===== src/rtl/ncl_pipe_adder.sv =====
// ncl_pipe_adder: clocked dual-rail NCL ripple adder, one four-phase pipeline stage per digit.
// Stage k resolves sum digit k and forwards the remaining operand digits to stage k+1.
module ncl_pipe_adder #(
   parameter int WIDTH = 4
) (
   input  logic               clk,
   input  logic               init,
   input  logic [2*WIDTH-1:0] A,
   input  logic [2*WIDTH-1:0] B,
   input  logic [1:0]         carryin,
   input  logic               sumCOMP,
   output logic               inCOMP,
   output logic [2*WIDTH-1:0] sum,
   output logic [1:0]         carryout,
   output logic               err
);
   localparam int N = 2 * WIDTH;
   logic         p_q [WIDTH];
   logic         p_d [WIDTH];
   logic [N-1:0] a_q [WIDTH];
   logic [N-1:0] a_d [WIDTH];
   logic [N-1:0] b_q [WIDTH];
   logic [N-1:0] b_d [WIDTH];
   logic [N-1:0] s_q [WIDTH];
   logic [N-1:0] s_d [WIDTH];
   logic [1:0]   c_q [WIDTH];
   logic [1:0]   c_d [WIDTH];
   logic         err_q, err_d, in_data, in_null;
   // index k feeds stage k; dn_p[k+1] is the phase of stage k's successor
   logic [N-1:0] src_a [WIDTH+1];
   logic [N-1:0] src_b [WIDTH+1];
   logic [N-1:0] src_s [WIDTH+1];
   logic [1:0]   src_c [WIDTH+1];
   logic         src_p [WIDTH+1];
   logic         dn_p  [WIDTH+1];
   logic         cap, x, y, z, sv, cv;
   always_comb begin
      in_data = carryin[0] ^ carryin[1];
      in_null = ~|carryin;
      err_d   = err_q | (&carryin);
      for (int i = 0; i < WIDTH; i++) begin
         in_data = in_data & (A[2*i] ^ A[2*i+1]) & (B[2*i] ^ B[2*i+1]);
         in_null = in_null & ~|A[2*i+:2] & ~|B[2*i+:2];
         err_d   = err_d | (&A[2*i+:2]) | (&B[2*i+:2]);
      end
   end
   always_comb begin
      src_a[0] = A;
      src_b[0] = B;
      src_s[0] = '0;
      src_c[0] = carryin;
      src_p[0] = in_data;
      dn_p[WIDTH] = sumCOMP;
      cap = 1'b0;
      x = 1'b0;
      y = 1'b0;
      z = 1'b0;
      sv = 1'b0;
      cv = 1'b0;
      for (int k = 0; k < WIDTH; k++) begin
         src_a[k+1] = a_q[k];
         src_b[k+1] = b_q[k];
         src_s[k+1] = s_q[k];
         src_c[k+1] = c_q[k];
         src_p[k+1] = p_q[k];
         dn_p[k]    = p_q[k];
      end
      for (int k = 0; k < WIDTH; k++) begin
         cap = (k != 0 || in_data || in_null) && (src_p[k] != p_q[k]) && (dn_p[k+1] == p_q[k]);
         x = src_a[k][2*k+1];
         y = src_b[k][2*k+1];
         z = src_c[k][1];
         sv = x ^ y ^ z;
         cv = (x & y) | (x & z) | (y & z);
         p_d[k] = p_q[k] ^ cap;
         a_d[k] = !cap ? a_q[k] : p_q[k] ? '0 : src_a[k];
         b_d[k] = !cap ? b_q[k] : p_q[k] ? '0 : src_b[k];
         s_d[k] = !cap ? s_q[k] : p_q[k] ? '0 : src_s[k] | (N'({sv, ~sv}) << (2 * k));
         c_d[k] = !cap ? c_q[k] : p_q[k] ? 2'b00 : {cv, ~cv};
      end
   end
   always_ff @(posedge clk) begin
      if (init) begin
         err_q <= 1'b0;
         for (int k = 0; k < WIDTH; k++) begin
            p_q[k] <= 1'b0;
            a_q[k] <= '0;
            b_q[k] <= '0;
            s_q[k] <= '0;
            c_q[k] <= 2'b00;
         end
      end else begin
         err_q <= err_d;
         for (int k = 0; k < WIDTH; k++) begin
            p_q[k] <= p_d[k];
            a_q[k] <= a_d[k];
            b_q[k] <= b_d[k];
            s_q[k] <= s_d[k];
            c_q[k] <= c_d[k];
         end
      end
   end
   assign inCOMP   = p_q[0];
   assign sum      = s_q[WIDTH-1];
   assign carryout = c_q[WIDTH-1];
   assign err      = err_q;
endmodule


===== config.mk =====
export PLATFORM = sky130hd
export DESIGN_NAME = ncl_pipe_adder
export DESIGN_NICKNAME = d
export VERILOG_FILES = /design/src/rtl/ncl_pipe_adder.sv
export SDC_FILE = /design/constraint.sdc
export NUM_CORES = 1
export LEC_CHECK = 0
export BUFFER_PORTS_ARGS = -buffer_cell sky130_fd_sc_hd__buf_4
export CAP_MARGIN = 40
export CORE_MARGIN = 5
export CORE_UTILIZATION = 35
export CTS_CLUSTER_DIAMETER = 60
export DETAILED_ROUTE_END_ITERATION = 10
export GPL_ROUTABILITY_DRIVEN = 0
export HOLD_SLACK_MARGIN = 0.03
export REMOVE_ABC_BUFFERS = 1
export SLEW_MARGIN = 20
export SYNTH_ARGS = -nofsm -noshare
export SYNTH_HDL_FRONTEND = slang
export SYNTH_SLANG_ARGS = --single-unit

===== constraint.sdc =====
create_clock -name clk -period 1.59 [get_ports clk]
set_input_delay 0 -clock clk [delete_from_list [all_inputs] [get_ports clk]]
set_output_delay 0 -clock clk [all_outputs]
set_load 0.02 [all_outputs]

==> impl_metrics.env, run 1 <==
export IMPL_hp_class="in2reg"
export IMPL_fmax_ghz=0.707
export IMPL_diodes=0
export IMPL_core_area_mm2=0.00631
export IMPL_crit_fanout=10
export IMPL_slew_headroom_pct=70.7
export IMPL_busiest_layer="met2"
export IMPL_grt_usage_pct=11.5
export IMPL_criticalPathCategory="reg2reg"
export IMPL_hold_viol_final=0
export IMPL_grt_pass1_vias=1824
export IMPL_vias_per_cell=4.88
export IMPL_p_int_mw=1.48
export IMPL_rsz0062_at_grt="false"
export IMPL_crit_path_start_kind="register"
export IMPL_status="completed"
export IMPL_clk_insertion_delay_late_ps=300
export IMPL_die_height_um=90.4
export IMPL_setup_ws_ps=176
export IMPL_die_w_um=90.4
export IMPL_nets=335
export IMPL_p_seq_share_pct=54.3
export IMPL_pre_cts_ws_ps=59.9
export IMPL_rows=29
export IMPL_drt_first_pass_iters=4
export IMPL_htree_levels=2
export IMPL_use_met1_pct=14.4
export IMPL_dp_final_hpwl_um=3370
export IMPL_tightest_slew_ps=439
export IMPL_cts_root_buf="clkbuf_8"
export IMPL_detail_route_antenna_nets=0
export IMPL_cts_made_buffers=5
export IMPL_ys_ff_latch=42
export IMPL_grt_pass1_wl_um=8050
export IMPL_timing_setup_tns_ps=0
export IMPL_grt_overflow_total=0
export IMPL_fin_crit_sh_pct=88.9
export IMPL_area_delta_synth_final_pct=18.2
export IMPL_setup_viol=0
export IMPL_combPwrFrac_pct=8.3
export IMPL_drcViolationCount=0
export IMPL_sw_frac_of_total_pct=24.1
export IMPL_skew_ps=11.6
export IMPL_fin_area_mm2=0.00267
export IMPL_first_iter_violations=43
export IMPL_vias=1804
export IMPL_ctsHoldBuffers=0
export IMPL_cts_clk_slew_worst_paths_ps=80
export IMPL_worst_ep_arrival_time_ps=1590
export IMPL_multiInputGateArea_mm2=0.00124
export IMPL_grt_max_degree=43
export IMPL_place_area_mm2=0.00257
export IMPL_p_clk_share_pct=37.3
export IMPL_cts_max_path_buffers=2
export IMPL_cts_setup_buffers=0
export IMPL_worstPathRequired_ps=1770
export IMPL_fin_crit_ps=1410
export IMPL_routedWlPerCell_um=12.1
export IMPL_power_mw=1.95
export IMPL_slew_violations=0
export IMPL_seqCellArea_um2=842
export IMPL_synth_cell_types=36
export IMPL_drt_wl_total_um=4470
export IMPL_cts_tree="yes"
export IMPL_die_area_mm2=0.00817
export IMPL_io_pins=33
export IMPL_final_layout_size_suffix_gt1_share_pct=20.8
export IMPL_power_density_mw_per_mm2=729
export IMPL_start_util_pct=35.8
export IMPL_yosysWarningCount=0
export IMPL_met3_usage_pct=3.42
export IMPL_port_buffers=32
export IMPL_ir_worst_vdd_mv=0.457
export IMPL_avgSynthCellArea_um2=8.63
export IMPL_antenna_found_initial=0
export IMPL_synth_area_mm2=0.00226
export IMPL_utilization_pct=42.3
export IMPL_yosysSeqAreaShare_pct=37.2
export IMPL_n_fill_cell=669
export IMPL_maxCapViolCount=0
export IMPL_grt_use_met2_pct=19.0
export IMPL_cp_end_kind="register"
export IMPL_cts_sinks=42
export IMPL_p_switching_uw=471
export IMPL_cts_repair_resized=0
export IMPL_synthCells=262
export IMPL_leakage_nw=1.14
[sequential cells by signal (all words and copies together), names as in the netlist, named ones only]
register / flops
a_q: 6
b_q: 6
c_q: 5
err: 1
s_q: 20
[cell usage in the layout, fill, tap and decap left out, types with 2 or more instances in the layout]
cell type  count
a32o_1         9
buf_4         42
ha_1          18
nor4_1         2
nor2_1        57
nand3_1        2
clkbuf_8       6
nor4bb_1       6
o21ai_0        2
nor2b_1        3
and4bb_2       2
a21oi_1       11
fa_1           4
a2111oi_1      2
nand2b_1       4
nand2_1       21
inv_1         21
dfxtp_1       41
nor3_1         4
nand4_1        4
a2111oi_0     14
mux2i_1        2
[power by group through the flow]
stage | logic, mW | clock network, mW | registers (mW)
after floorplan | 0.0693 | 0 | 1.09
after global placement | 0.162 | 0 | 1.08
after detailed placement | 0.165 | 0 | 1.08
after CTS | 0.165 | 0.742 | 1.06
after global routing | 0.187 | 0.790 | 1.06
final | 0.162 | 0.727 | 1.06
[worst max-delay path: stages, from the launching register on]
cell and delay [ps]:
dfxtp_1 400, nand4_1 120, nor3_1 330, a21oi_4 160
a32o_1 290
[final timing paths]
| check | startpoint | to | slack [ps] | cells past startpoint |
|---|---|---|---|---|
| min reg2reg | s_q[3][4] | s_q[3][4] | 500 | 2 |
| max reg2reg | register | b_q[0][7] | 180 | 4 |
| max | register | b_q[0][7] | 180 | 4 |
| min | sumCOMP | register | 70 | 4 |
[per-layer routing]
layer,part of all wire [%],wire length (µm)
met5,0,0
met4,1.0,46
met3,5.4,243
met2,45,2020
met1,48,2150
[cells in the mapped netlist]
cell,count,area share (%)
nor4bb_1,6,2.7
or3_4,1,0.50
o21ai_0,2,0.44
nand3_1,2,0.44
and2b_1,1,0.33
nor2b_1,3,0.83
nor3_1,4,0.89
nor2_4,1,0.50
nor2_1,57,9.5
clkbuf_1,9,1.5
o21a_1,1,0.33
a21oi_2,1,0.39
nand2b_1,5,1.4
nor3_2,1,0.44
a32o_1,9,4.0
buf_6,2,1.0
a211oi_1,1,0.33
a2111oi_1,1,0.44
buf_4,4,1.3
and4bb_2,2,1.1
nand4_1,4,1.1
ha_1,18,10
clkbuf_2,1,0.22
a2111oi_0,16,6.2
a21oi_4,1,0.72
mux2i_1,2,0.89
and3b_1,1,0.39
a21oi_1,11,2.4
nor4_1,2,0.55
a31oi_1,1,0.28
nand2_1,21,3.5
nand2b_4,1,0.61
inv_1,21,3.5
buf_2,3,0.66
dfxtp_1,42,37
fa_1,4,3.5
[cells by family (layout without fill, tap and decap cells)]
group | count (synthesis) | after routing | synth area share [%]
flops | 42 | 42 | 37.2
buf+inv | 40 | 71 | 8.19
mux | 2 | 2 | 0.885
compound gates | 44 | 44 | 15.6
simple gates | 112 | 112 | 24.7
fa+ha+maj | 22 | 22 | 13.5
[stage by stage]
step	instances	hold slack [ps]
2_1_floorplan	243	69.1
3_3_place_gp	362	373
3_5_place_dp	362	378
4_1_cts	370	60.7
5_1_grt	370	85.4
6_report	370	73.5
[layout make-up]
cell class              count  area share (%)
inverters                  21            2.95
repair buffers             42            11.8
clock inverters             2           0.468
flip-flops and latches     42            31.5
well taps                  77            3.60
clock buffers               6            3.09
multi-input cells         180            46.6
No activity file was read; power rests on OpenSTA's default activity.
==> inputs of run 2 (changes only) <==
CELL_PAD_IN_SITES_DETAIL_PLACEMENT = 0   (was default)
CELL_PAD_IN_SITES_GLOBAL_PLACEMENT = 2   (was default)
CORE_UTILIZATION = 34   (was 35)
HOLD_SLACK_MARGIN = 0.05   (was 0.03)
PLACE_DENSITY_LB_ADDON = 0.1   (was default)
==> run 2 against run 1 <==
Against the previous run:
- register-to-register slack worse by 30 ps
- non-clock buffer count grew 2
- worst setup slack worse by 29 ps
- via count is 1.3% higher
- critical endpoint is now s_q[1][2]
- largest cell class unchanged
- largest power group unchanged
==> impl_metrics.env, run 2 (same netlist as run 1, synthesis figures left out) <==
export IMPL_antenna_found_initial=0
export IMPL_io_pins=33
export IMPL_worst_ep_arrival_time_ps=1610
export IMPL_layout_common_cells="nor2_1, buf_4, dfxtp_1"
export IMPL_regMostFlops="s_q"
export IMPL_power_mw=1.92
export IMPL_worstPathRequired_ps=1760
export IMPL_criticalPathCategory="reg2reg"
export IMPL_grt_overflow_total=0
export IMPL_vias=1828
export IMPL_tightest_slew_ps=469
export IMPL_crit_path_start_kind="register"
export IMPL_crit_fanout=6
export IMPL_routedWlPerCell_um=13.5
export IMPL_fin_crit_ps=1440
export IMPL_status="completed"
export IMPL_drt_wl_total_um=5010
export IMPL_die_height_um=91.5
export IMPL_fmax_ghz=0.693
export IMPL_first_iter_violations=58
export IMPL_final_layout_size_suffix_gt1_share_pct=20.7
export IMPL_largest_reg_flops=20
export IMPL_cts_sinks=42
export IMPL_cts_max_path_buffers=2
export IMPL_mostFrequentLayoutCell="nor2_1"
export IMPL_setup_viol=0
export IMPL_skew_ps=9.02
export IMPL_maxCapViolCount=0
export IMPL_hp_class="in2reg"
export IMPL_grt_pass1_vias=1845
export IMPL_cts_root_buf="clkbuf_8"
export IMPL_hold_ws_ps=81.7
export IMPL_start_util_pct=35.2
export IMPL_cpMaxStageDelayCell="a2111oi_1"
export IMPL_dp_final_hpwl_um=3690
export IMPL_reg_largest_list="s_q: 20 flops, a_q: 6 flops, b_q: 6 flops"
export IMPL_ir_worst_vdd_mv=0.290
export IMPL_cp_end_kind="register"
export IMPL_rows=29
export IMPL_cts_repair_resized=0
export IMPL_clk_insertion_delay_late_ps=290
export IMPL_die_w_um=91.5
export IMPL_die_area_mm2=0.00838
export IMPL_detail_route_antenna_nets=0
export IMPL_cts_tree="yes"
export IMPL_power_density_mw_per_mm2=717
export IMPL_ctsHoldBuffers=0
export IMPL_crit_chain="buf_4 -> nor2b_1 -> buf_4 -> nor2_1 -> a2111oi_1"
export IMPL_timing_critical_path_buf_inv=2
export IMPL_grt_usage_pct=12.6
export IMPL_cts_clk_slew_worst_paths_ps=90
export IMPL_crit_path_frequent_cell="buf_4"
export IMPL_vias_per_cell=4.91
export IMPL_slew_violations=0
export IMPL_core_area_mm2=0.00642
export IMPL_htree_levels=2
export IMPL_hold_viol_final=0
export IMPL_drt_first_pass_iters=4
export IMPL_drcViolationCount=0
export IMPL_nets=337
export IMPL_diodes=0
export IMPL_leakage_nw=1.15
export IMPL_grt_max_degree=43
export IMPL_slew_headroom_pct=68.7
export IMPL_fin_crit_sh_pct=90.7
export IMPL_area_delta_synth_final_pct=18.4
export IMPL_cts_made_buffers=5
export IMPL_grt_pass1_wl_um=8710
export IMPL_timing_setup_tns_ps=0
export IMPL_cpPeakStageDelay_ps=380
export IMPL_cts_setup_buffers=0
export IMPL_port_buffers=32
export IMPL_crit_family="compound AO/OA/AOI/OAI gates"
[run 2: final cells by class]
class / instances / area [µm²]
fill: 685 / 3740
multi-input combinational: 180 / 1240
sequential: 42 / 841
timing repair buffer: 44 / 330
tap: 77 / 96.3
inverter: 21 / 78.8
clock buffer: 6 / 72.6
clock inverter: 2 / 13.8
[run 2: path summary, 6_finish.rpt]
path	from	to	slack, ps	cells after the start
min	B[3]	b_q[0][3]	80	4
max	register	s_q[1][2]	150	5
min reg2reg	s_q[2][5]	s_q[2][5]	490	2
max reg2reg	register	s_q[1][2]	150	5
[run 2: routing by layer]
layer | share of wire, % | GRT usage [%] | vias up
met4 | 1.1 | 3.39 | 0
met2 | 47 | 22.3 | 27
met5 | 0 | 0 | -
met1 | 48 | 15.1 | 828
met3 | 3.8 | 3.14 | 6
li1 | - | - | 967
[run 2: through the flow]
| step | utilization, % | cells | setup WS [ps] | area [µm²] |
|---|---|---|---|---|
| final | 41.7 | 372 | 148 | 2680 |
| after global routing | 41.7 | 372 | -54.1 | 2680 |
| after detailed placement | 40.2 | 364 | 60.7 | 2580 |
| after CTS | 41.5 | 372 | 109 | 2670 |
| after floorplan | - | 243 | -82.4 | 2150 |
| after global placement | 40.2 | 364 | 86.2 | 2580 |
[run 2: worst register-to-register path: cells and delay by family (launching register included)]
kind / cells / cell delay (ps)
simple gates: 2 / 240
flops: 1 / 350
compound gates: 1 / 380
buf+inv: 2 / 350
[run 2: report_power, final]
group	internal [mW]	total [mW]	switching (mW)
clock	0.310	0.692	0.382
sequential	1.06	1.06	0.00357
combinational	0.0752	0.169	0.0940
total	1.44	1.92	0.479
==> inputs of run 3 (changes only) <==
RECOVER_POWER = 100   (was default)
SETUP_SLACK_MARGIN = 0.3   (was default)
==> run 3 against run 2 <==
Against the previous run:
- final area increased by 5.2%
- first-iteration DRC count is 38% higher
- critical path type unchanged
- register-to-register slack gained 90 ps
- via count rose by 6.0%
- clock power hardly changed
- hold slack better by 3.0 ps
- largest power group unchanged
- clock-buffer cell count is the same
==> impl_metrics.env, run 3 (same netlist as run 1, synthesis figures left out) <==
export IMPL_status="completed"
export IMPL_rows=29
export IMPL_cts_clk_slew_worst_paths_ps=90
export IMPL_crit_family="compound AO/OA/AOI/OAI gates"
export IMPL_hp_class="in2reg"
export IMPL_grt_max_degree=43
export IMPL_p_switching_uw=486
export IMPL_port_buffers=32
export IMPL_fin_crit_sh_pct=85.0
export IMPL_crit_fanout=5
export IMPL_cts_max_path_buffers=2
export IMPL_vias_per_cell=5.07
export IMPL_drt_wl_total_um=5360
export IMPL_r2r_setup_slack_ps=240
export IMPL_crit_chain="nand4_1 -> nor3_4 -> a21oi_2 -> a32o_1"
export IMPL_layout_common_cells="nor2_1, dfxtp_1, buf_4"
export IMPL_htree_levels=2
export IMPL_ir_worst_vdd_mv=0.292
export IMPL_utilization_pct=43.9
export IMPL_tightest_slew_ps=508
export IMPL_drt_first_pass_iters=4
export IMPL_timing_critical_path_buf_inv=0
export IMPL_vias=1937
export IMPL_die_height_um=91.5
export IMPL_worstPathRequired_ps=1780
export IMPL_cts_made_buffers=5
export IMPL_start_util_pct=35.2
export IMPL_antenna_found_initial=0
export IMPL_skew_ps=9.02
export IMPL_diodes=0
export IMPL_drcViolationCount=0
export IMPL_grt_pass1_wl_um=8920
export IMPL_setup_viol=0
export IMPL_grt_overflow_total=0
export IMPL_combPwrFrac_pct=9.2
export IMPL_largest_reg_flops=20
export IMPL_cts_root_buf="clkbuf_8"
export IMPL_fin_crit_ps=1350
export IMPL_nets=347
export IMPL_io_pins=33
export IMPL_core_area_mm2=0.00642
export IMPL_first_iter_violations=80
export IMPL_slew_headroom_pct=66.1
export IMPL_grt_usage_pct=12.9
export IMPL_detail_route_antenna_nets=0
export IMPL_cts_tree="yes"
export IMPL_fmax_ghz=0.740
export IMPL_slew_violations=0
export IMPL_maxCapViolCount=0
export IMPL_p_seq_share_pct=54.8
export IMPL_ctsHoldBuffers=0
export IMPL_worst_ep_arrival_time_ps=1540
export IMPL_cts_sinks=42
export IMPL_critical_path_depth=4
export IMPL_clk_insertion_delay_late_ps=290
export IMPL_sw_frac_of_total_pct=25.2
export IMPL_cp_end_kind="register"
export IMPL_dp_final_hpwl_um=3690
export IMPL_cpMaxStageDelayCell="dfxtp_1"
export IMPL_die_w_um=91.5
export IMPL_area_delta_synth_final_pct=24.6
export IMPL_p_clk_share_pct=36.0
export IMPL_hold_viol_final=0
export IMPL_reg_largest_list="s_q: 20 flops, a_q: 6 flops, b_q: 6 flops"
export IMPL_r2r_cells=4
export IMPL_p_int_mw=1.44
export IMPL_regMostFlops="s_q"
export IMPL_endpoint="a_q[0][7]"
export IMPL_cpPeakStageDelay_ps=410
export IMPL_leakage_nw=1.18
export IMPL_timing_setup_tns_ps=0
export IMPL_power_density_mw_per_mm2=684
export IMPL_routedWlPerCell_um=14.0
export IMPL_die_area_mm2=0.00838
export IMPL_grt_pass1_vias=1895
export IMPL_rsz0062_at_grt="true"
export IMPL_mostFrequentLayoutCell="nor2_1"
export IMPL_final_layout_size_suffix_gt1_share_pct=26.9
export IMPL_crit_path_start_kind="register"
export IMPL_criticalPathCategory="reg2reg"
export IMPL_reg2reg_to="a_q[0][7]"
[run 3: cell count changes in the layout (fill, tap and decap cells not counted), moves of 3 or more]
cell	change
a2111oi_0	-4
a2111oi_1	-4
a2111oi_2	+8
a21oi_2	+3
buf_4	-13
buf_6	+5
clkbuf_1	+12
dfxtp_1	-7
dfxtp_2	+6
nand2b_4	+3
[run 3: how the worst min path moves through the flow]
stage	from	depth (start not counted)	to	slack, ps
after global placement	B[3]	4	b_q[0][3]	380
after detailed placement	B[3]	4	b_q[0][3]	390
after global routing	sumCOMP	4	register	110
after floorplan	init	1	register	70
after CTS	B[3]	4	b_q[0][3]	80
final	B[3]	4	b_q[0][3]	80
[run 3: power by group through the flow]
stage / combinational [mW] / clock (mW) / sequential, mW
final: 0.177 / 0.694 / 1.06
after global routing: 0.203 / 0.773 / 1.06
after CTS: 0.177 / 0.729 / 1.06
after detailed placement: 0.172 / 0 / 1.08
after global placement: 0.172 / 0 / 1.08
after floorplan: 0.0693 / 0 / 1.09
[run 3: layout make-up]
type / count / area, µm²
Clock inverter: 2 / 13.8
Multi-Input combinational cell: 181 / 1340
Tap cell: 77 / 96.3
Inverter: 21 / 78.8
Fill cell: 707 / 3600
Clock buffer: 6 / 72.6
Timing Repair Buffer: 53 / 364
Sequential cell: 42 / 852
[run 3: repair_timing]
action                     CTS  global route
pin swaps                   13            15
setup endpoints to repair   35            35
buffers inserted             3             4
cloned                       1             2
gates resized for setup     28            41
[run 3: layer usage]
metal | share of wire (%) | routed length, µm | vias up | global-route usage [%]
li1 | - | - | 992 | -
met1 | 45 | 2410 | 914 | 15.2
met2 | 51 | 2730 | 27 | 23.3
met3 | 3.4 | 181 | 4 | 3.14
met4 | 0.82 | 44 | 0 | 3.39
met5 | 0 | 0 | - | 0
[run 3: per-stage QoR]
| stage | setup slack, ps | hold slack, ps | area [µm²] | total power, mW | cells |
|---|---|---|---|---|---|
| finish | 238 | 84.7 | 2820 | 1.93 | 382 |
| global route | 107 | 106 | 2820 | 2.03 | 382 |
| CTS | 211 | 75.3 | 2770 | 1.96 | 376 |
| detailed placement | 60.7 | 389 | 2580 | 1.26 | 364 |
| global placement | 86.2 | 378 | 2580 | 1.26 | 364 |
| floorplan | -82.4 | 69.1 | 2150 | 1.16 | 243 |
[run 3: tightest hold or removal path, stage by stage]
cell	delay (ps)
buf_4	80
inv_1	50
nor2_1	100
a32o_1	120
